<file path="config.mk">
export PLATFORM = sky130hd
export DESIGN_NAME = uart_cmd_rx
export DESIGN_NICKNAME = d
export VERILOG_FILES = /design/src/rtl/uart_cmd_rx.sv
export SDC_FILE = /design/constraint.sdc
export NUM_CORES = 1
export LEC_CHECK = 0
export CELL_PAD_IN_SITES_DETAIL_PLACEMENT = 1
export CELL_PAD_IN_SITES_GLOBAL_PLACEMENT = 2
export CORE_ASPECT_RATIO = 0.7
export CORE_MARGIN = 2
export CORE_UTILIZATION = 39
export DETAILED_ROUTE_END_ITERATION = 12
export GPL_ROUTABILITY_DRIVEN = 0
export HOLD_SLACK_MARGIN = 0.02
export PLACE_DENSITY = 0.89
export SYNTH_ARGS = -nofsm -noshare
export SYNTH_HDL_FRONTEND = slang
export SYNTH_SLANG_ARGS = --single-unit
export TNS_END_PERCENT = 20
</file>
<file path="constraint.sdc">
create_clock -name clk -period 2.95 [get_ports clk]
set_clock_uncertainty 0.15 [all_clocks]
set_input_delay 0.4425 -clock clk [delete_from_list [all_inputs] [get_ports clk]]
set_output_delay 0.4425 -clock clk [all_outputs]
set_load 0.005 [all_outputs]
</file>
<file path="src/rtl/uart_cmd_rx.sv">
// UART 8N1 command receiver: deserialises frames, whitelists 'T'/'D' and holds the accepted byte until cmd_ready.
// Optional build macro UART_CMD_LOWERCASE_EN also accepts 't'/'d', folding them to uppercase before storage.
`timescale 1ns/1ps
module uart_cmd_rx #(
    parameter int CLK_FREQ   = 100_000_000,
    parameter int BAUD       = 9600,
    parameter int OVERSAMPLE = 16
) (
    input  logic       clk,
    input  logic       rst,
    input  logic       rx_serial,
    input  logic       cmd_ready,
    output logic [7:0] rx_byte,
    output logic       valid_command,
    output logic       cmd_reject,
    output logic       frame_error,
    output logic       overrun
);

    localparam int TICK_DIV_RAW = CLK_FREQ / (BAUD * OVERSAMPLE);
    localparam int TICK_DIV     = (TICK_DIV_RAW < 1) ? 1 : TICK_DIV_RAW;
    localparam int DIV_W        = (TICK_DIV > 1) ? $clog2(TICK_DIV) : 1;
    localparam int TCNT_W       = $clog2(OVERSAMPLE) + 1;

    localparam logic [DIV_W-1:0]  DIV_LAST  = DIV_W'(TICK_DIV - 1);
    localparam logic [TCNT_W-1:0] HALF_LAST = TCNT_W'(OVERSAMPLE / 2 - 1);
    localparam logic [TCNT_W-1:0] BIT_LAST  = TCNT_W'(OVERSAMPLE - 1);

    typedef enum logic [2:0] {
        IDLE  = 3'd0,
        START = 3'd1,
        DATA  = 3'd2,
        STOP  = 3'd3,
        DONE  = 3'd4
    } state_t;

    function automatic logic is_whitelisted(input logic [7:0] b);
        logic hit;
        hit = (b == 8'h54) || (b == 8'h44);
`ifdef UART_CMD_LOWERCASE_EN
        hit = hit || (b == 8'h74) || (b == 8'h64);
`endif
        return hit;
    endfunction

    function automatic logic [7:0] fold_case(input logic [7:0] b);
        logic [7:0] r;
        r = b;
`ifdef UART_CMD_LOWERCASE_EN
        if (b == 8'h74) begin
            r = 8'h54;
        end else if (b == 8'h64) begin
            r = 8'h44;
        end else begin
            r = b;
        end
`endif
        return r;
    endfunction

    logic [1:0]        sync_r;
    logic [1:0]        fill_r;
    logic              rx_s;
    logic              rx_prev_r;
    logic              start_edge_s;
    logic [DIV_W-1:0]  div_cnt_r;
    logic              tick_s;

    state_t            state_r, state_n;
    logic [TCNT_W-1:0] tick_cnt_r, tick_cnt_n;
    logic [2:0]        bit_idx_r, bit_idx_n;
    logic [7:0]        shift_r, shift_n;
    logic              stop_r, stop_n;

    logic [7:0]        rx_byte_r;
    logic              valid_r;
    logic              reject_r;
    logic              ferr_r;
    logic              ovr_r;

    logic              eval_s;
    logic              handshake_s;
    logic              still_pending_s;
    logic              accept_s;

    assign rx_s = sync_r[1];
    // The sync flops reset high, so fill_r keeps that fake idle level from ever arming the edge detector.
    assign start_edge_s = rx_prev_r && !rx_s && (state_r == IDLE);
    assign tick_s       = (div_cnt_r == DIV_LAST);

    // Two-flop synchroniser plus fill tracking and previous-level register for start-edge detection.
    always_ff @(posedge clk or negedge rst) begin
        if (!rst) begin
            sync_r    <= 2'b11;
            fill_r    <= 2'b00;
            rx_prev_r <= 1'b0;
        end else begin
            sync_r    <= {sync_r[0], rx_serial};
            fill_r    <= {fill_r[0], 1'b1};
            rx_prev_r <= rx_s & fill_r[1];
        end
    end

    // Free-running oversample tick divider, realigned on each start edge.
    always_ff @(posedge clk or negedge rst) begin
        if (!rst) begin
            div_cnt_r <= '0;
        end else if (start_edge_s || tick_s) begin
            div_cnt_r <= '0;
        end else begin
            div_cnt_r <= div_cnt_r + DIV_W'(1);
        end
    end

    // Receive FSM and datapath state register.
    always_ff @(posedge clk or negedge rst) begin
        if (!rst) begin
            state_r    <= IDLE;
            tick_cnt_r <= '0;
            bit_idx_r  <= 3'd0;
            shift_r    <= 8'h00;
            stop_r     <= 1'b0;
        end else begin
            state_r    <= state_n;
            tick_cnt_r <= tick_cnt_n;
            bit_idx_r  <= bit_idx_n;
            shift_r    <= shift_n;
            stop_r     <= stop_n;
        end
    end

    // Next-state logic: mid-bit sampling of start, data (LSB first) and stop bits.
    always_comb begin
        state_n    = state_r;
        tick_cnt_n = tick_cnt_r;
        bit_idx_n  = bit_idx_r;
        shift_n    = shift_r;
        stop_n     = stop_r;
        case (state_r)
            IDLE: begin
                if (start_edge_s) begin
                    state_n    = START;
                    tick_cnt_n = '0;
                end else begin
                    state_n = IDLE;
                end
            end
            START: begin
                if (!tick_s) begin
                    state_n = START;
                end else if (tick_cnt_r != HALF_LAST) begin
                    tick_cnt_n = tick_cnt_r + TCNT_W'(1);
                end else if (!rx_s) begin
                    state_n    = DATA;
                    tick_cnt_n = '0;
                    bit_idx_n  = 3'd0;
                end else begin
                    state_n = IDLE;
                end
            end
            DATA: begin
                if (!tick_s) begin
                    state_n = DATA;
                end else if (tick_cnt_r != BIT_LAST) begin
                    tick_cnt_n = tick_cnt_r + TCNT_W'(1);
                end else begin
                    tick_cnt_n = '0;
                    shift_n    = {rx_s, shift_r[7:1]};
                    if (bit_idx_r == 3'd7) begin
                        state_n = STOP;
                    end else begin
                        bit_idx_n = bit_idx_r + 3'd1;
                    end
                end
            end
            STOP: begin
                if (!tick_s) begin
                    state_n = STOP;
                end else if (tick_cnt_r != BIT_LAST) begin
                    tick_cnt_n = tick_cnt_r + TCNT_W'(1);
                end else begin
                    stop_n  = rx_s;
                    state_n = DONE;
                end
            end
            DONE: begin
                state_n = IDLE;
            end
            default: begin
                state_n = IDLE;
            end
        endcase
    end

    // Frame evaluation terms; a same-cycle handshake frees the holding slot first.
    always_comb begin
        eval_s          = (state_r == DONE);
        handshake_s     = valid_r && cmd_ready;
        still_pending_s = valid_r && !cmd_ready;
        accept_s        = eval_s && stop_r && is_whitelisted(shift_r);
    end

    // Registered command holding slot and single-cycle status pulses.
    always_ff @(posedge clk or negedge rst) begin
        if (!rst) begin
            rx_byte_r <= 8'h00;
            valid_r   <= 1'b0;
            reject_r  <= 1'b0;
            ferr_r    <= 1'b0;
            ovr_r     <= 1'b0;
        end else begin
            ferr_r   <= eval_s && !stop_r;
            reject_r <= eval_s && stop_r && !is_whitelisted(shift_r);
            ovr_r    <= accept_s && still_pending_s;
            if (accept_s && !still_pending_s) begin
                rx_byte_r <= fold_case(shift_r);
                valid_r   <= 1'b1;
            end else if (handshake_s) begin
                valid_r <= 1'b0;
            end else begin
                valid_r <= valid_r;
            end
        end
    end

    assign rx_byte       = rx_byte_r;
    assign valid_command = valid_r;
    assign cmd_reject    = reject_r;
    assign frame_error   = ferr_r;
    assign overrun       = ovr_r;

endmodule

</file>
==> flow_summary.rst <==
.. list-table::
   :header-rows: 1

   * - Metric
     - Value
   * - Clock latency reported for the late side of the worst-skew pair
     - about 0.30 ns
   * - Count of different cell masters after synthesis
     - 47
   * - Count of final setup violators
     - 0
   * - Slew Limit Headroom
     - about a third
   * - Worst Path Class, Setup
     - flip-flop to flip-flop
   * - Post-Synth Adder-Cell Area
     - 3.96%
   * - Post-route cell area
     - 2530 um^2
   * - Remaining routing DRC violations
     - 0
   * - Aggregate negative setup slack
     - 0 ns
   * - Mapped Cells
     - 193
   * - First-pass GRT wire length
     - a little under 8000 um
   * - I/O pin count
     - 16
   * - Tcrit/Tclk final
     - between 90% and 100%
   * - Core region area
     - approximately 5300 um^2
   * - Worst setup path startpoint
     - tick_cnt_r[0]
   * - Antenna Violating Nets Remaining
     - 0
   * - Clock tree sinks
     - 47
   * - Register bit total from synthesis
     - between 40 and 50
   * - Syn-to-layout area delta
     - 14.6%
   * - Most numerous cell types in the synthesized netlist
     - 45 x dfrtp_1, 20 x nor2_1, 14 x inv_1
   * - Highest fanout seen on the critical path
     - 7
   * - Resized Gates After CTS
     - 0
   * - Global router's overall resource usage
     - 16.1%
   * - Basic-gate share of the synthesized area counting and, or, nand and nor cells
     - a little under a fifth
   * - TritonCTS clock tree
     - built
   * - Worst IR Drop VDD
     - ~0.35 mV
   * - Worst EP required
     - approximately 3.0 ns
   * - H-tree lvl count
     - 2
   * - RSZ-0062 raised after global routing
     - false
   * - Number of instances in the placed design
     - between 200 and 300
   * - Kind of start point of the critical path
     - flip-flop
   * - Vertical die dimension
     - 67.0 um
   * - Leading register cell type out of synthesis
     - dfrtp_1
   * - Detail-routed net length per standard cell
     - 15.2 um
   * - Combined area of all synthesized cells
     - between 2000 and 2500 um^2
   * - Maximum clock rate
     - approximately 0.38 GHz
   * - FFs w/ async S/R, synth
     - 100%
   * - CP bufs+invs
     - 1
   * - Non-filler instance count after layout
     - approximately 280
   * - Synthesized net count
     - between 200 and 250
   * - Number of synthesized flops with an enable pin
     - 0
   * - Top post-synthesis cells by area
     - dfrtp_1 51%, mux2_4 5.4%, ha_1 4.0%, nor2_1 3.4%, xnor2_1 2.8%
   * - Area share of the largest cell type after synthesis
     - 51.0%
   * - Layout cells sized above 1
     - 14.2%
   * - Detailed Routing Iterations Pass 1
     - 3
   * - Clock Path Buffers
     - 2
   * - Leakage
     - 1.18 nW
   * - Detailed-route vias per instance
     - about 5.2
   * - Count of final max-slew check failures
     - 0
   * - YS warnings
     - 0
   * - Max-capacitance violation count
     - 0
   * - Via count of the first global-routing pass
     - around 1500
   * - Worst-margin pin slew
     - slightly above 1 ns
   * - Complex-gate fraction of the synthesized area
     - between 7 and 8%
   * - Average footprint of a synthesized cell
     - 11.4 um^2
   * - Number of CTS-inserted buffers
     - 5
   * - Total power
     - 1.50 mW
   * - Sequential-to-total area share from yosys stat
     - a little over half
   * - Type of destination of the critical path
     - flip-flop
   * - Synthesized-area fraction occupied by xor and xnor cells
     - approximately 3.6%
   * - Cell type with the highest aggregate area in the netlist
     - dfrtp_1
   * - Full die area
     - approximately 6300 um^2
   * - Final standard cell utilization of the core
     - 47.4%
   * - Clk slew on worst S/H paths
     - about 0.09 ns
   * - Maximum single-stage delay on the critical path
     - roughly 0.4 ns
   * - Initial antenna violation count
     - 0
   * - Row count
     - 22
   * - Total vias in the final route
     - around 1500
   * - Number of I/O port buffers
     - 15
   * - Horiz. Die Dim
     - 94.0 um
   * - Startpoint of the most critical register-to-register path
     - tick_cnt_r[0]
   * - Total number of nets in the final design
     - between 200 and 250
   * - CTS Hold Bufs
     - 0
   * - HPWL Detailed
     - approximately 3100 um
   * - Critical-path top delay cell
     - dfrtp_1
   * - Initial Util
     - 41.4%
   * - Most instantiated library cell after synthesis
     - dfrtp_1
   * - Data arrival, critical path
     - between 2 and 3 ns
   * - Type of the worst min-delay path
     - input port to async pin
   * - Most frequent CP cell
     - ha_1
   * - Gate family responsible for the most delay along the worst path
     - simple AND/OR/NAND/NOR gates
   * - Post-synthesis mux area share
     - about 8.3%
   * - Post-CTS setup buffer count
     - 0
   * - Largest net degree at the start of global routing
     - 48
   * - Run status
     - complete, no violations
   * - Number of endpoints with negative hold slack in the final report
     - 0
   * - Remaining global-route overflow
     - 0
   * - Placed cell area
     - ~2400 um^2
   * - P per Cell Area
     - slightly below 600 nW/um^2
   * - Buffer type at the clock tree root
     - clkbuf_8
   * - Combinational family with the most area after synthesis
     - simple AND/OR/NAND/NOR gates
   * - Routed wire length
     - around 4300 um
   * - N_diodes
     - 0
   * - Initial DRC Count
     - 50
   * - Final Critical Period
     - between 2 and 3 ns
   * - Cell-by-cell trace of the critical path
     - ha_1 -> nand3_1 -> inv_1 -> ha_1 -> and3_1 -> a211o_1 -> nor3_2 -> mux2_2
[cells in the final DEF, fill, tap and decap left out, types with 2 or more instances in the layout]
| cell | netlist | final |
|---|---|---|
| and2_1 | 6 | 6 |
| ha_1 | 7 | 7 |
| nor4b_1 | 2 | 2 |
| nand4_1 | 4 | 4 |
| xnor2_1 | 7 | 7 |
| a211o_1 | 2 | 2 |
| nor2b_1 | 2 | 2 |
| dfstp_2 | 2 | 2 |
| xor2_1 | 2 | 2 |
| dfrtp_1 | 45 | 45 |
| mux2i_1 | 3 | 3 |
| clkdlybuf4s50_1 | 0 | 14 |
| o22ai_1 | 2 | 2 |
| nand3_1 | 7 | 7 |
| mux2_4 | 8 | 8 |
| mux2_2 | 3 | 3 |
| nand2_1 | 10 | 10 |
| o2bb2ai_1 | 2 | 2 |
| a21oi_1 | 4 | 4 |
| nand2b_1 | 7 | 7 |
| a221oi_1 | 3 | 3 |
| inv_1 | 14 | 14 |
| nor2_1 | 20 | 20 |
| nor3_1 | 2 | 2 |
| clkbuf_8 | 0 | 6 |
| a2111oi_0 | 2 | 2 |
| nor4_1 | 2 | 2 |
| and3_1 | 3 | 3 |
[kinds of logic after synthesis]
kind of cell	count (synthesis)
simple gates	75
buf+inv	19
other cells	1
flops	47
xor+xnor	9
mux	14
compound gates	21
fa+ha+maj	7
[registers in the layout, summed over array words and instances, names as in the netlist, 2 cells and up]
signal,count
div_cnt_r,10
rx_byte,8
shift_r,8
tick_cnt_r,5
bit_idx_r,3
state_r,3
fill_r,2
sync_r,2
[power breakdown]
group,switching [mW],internal (mW),total (mW)
Combinational,0.118,0.101,0.219
Sequential,0.0793,0.716,0.795
Clock,0.212,0.274,0.486
Total,0.409,1.09,1.50
[layout make-up]
type,count,area (um^2)
Clock inverter,2,35.0
Inverter,14,52.6
Timing Repair Buffer,16,153
Fill cell,585,2810
Sequential cell,47,1180
Multi-Input combinational cell,127,941
Tap cell,72,90.1
Clock buffer,6,82.6
[per-layer routing]
metal / global-route usage, % / part of all wire [%]
met2: 24.9 / 45
met3: 4.41 / 2.6
met1: 22.7 / 51
met4: 3.26 / 0.63
met5: 0 / 0
[worst paths after layout]
check	end	slack, ns	depth (start not counted)
max	tick_cnt_r[4]	0.29	8
min	rx_byte[4]	0.16	1
max reg2reg	tick_cnt_r[4]	0.29	8
min reg2reg	fill_r[1]	0.22	0
max in group asynchronous	div_cnt_r[4]	1.86	1
min in group clk	fill_r[1]	0.22	0
[stage by stage]
stage | setup WS, ns | hold slack [ns]
after global placement | 0.428 | 0.185
after CTS | 0.294 | 0.213
after global routing | 0.156 | 0.224
after detailed placement | 0.305 | 0.195
after floorplan | 0.565 | -0.00309
final | 0.291 | 0.158
No activity file was read; power rests on OpenSTA's default activity.
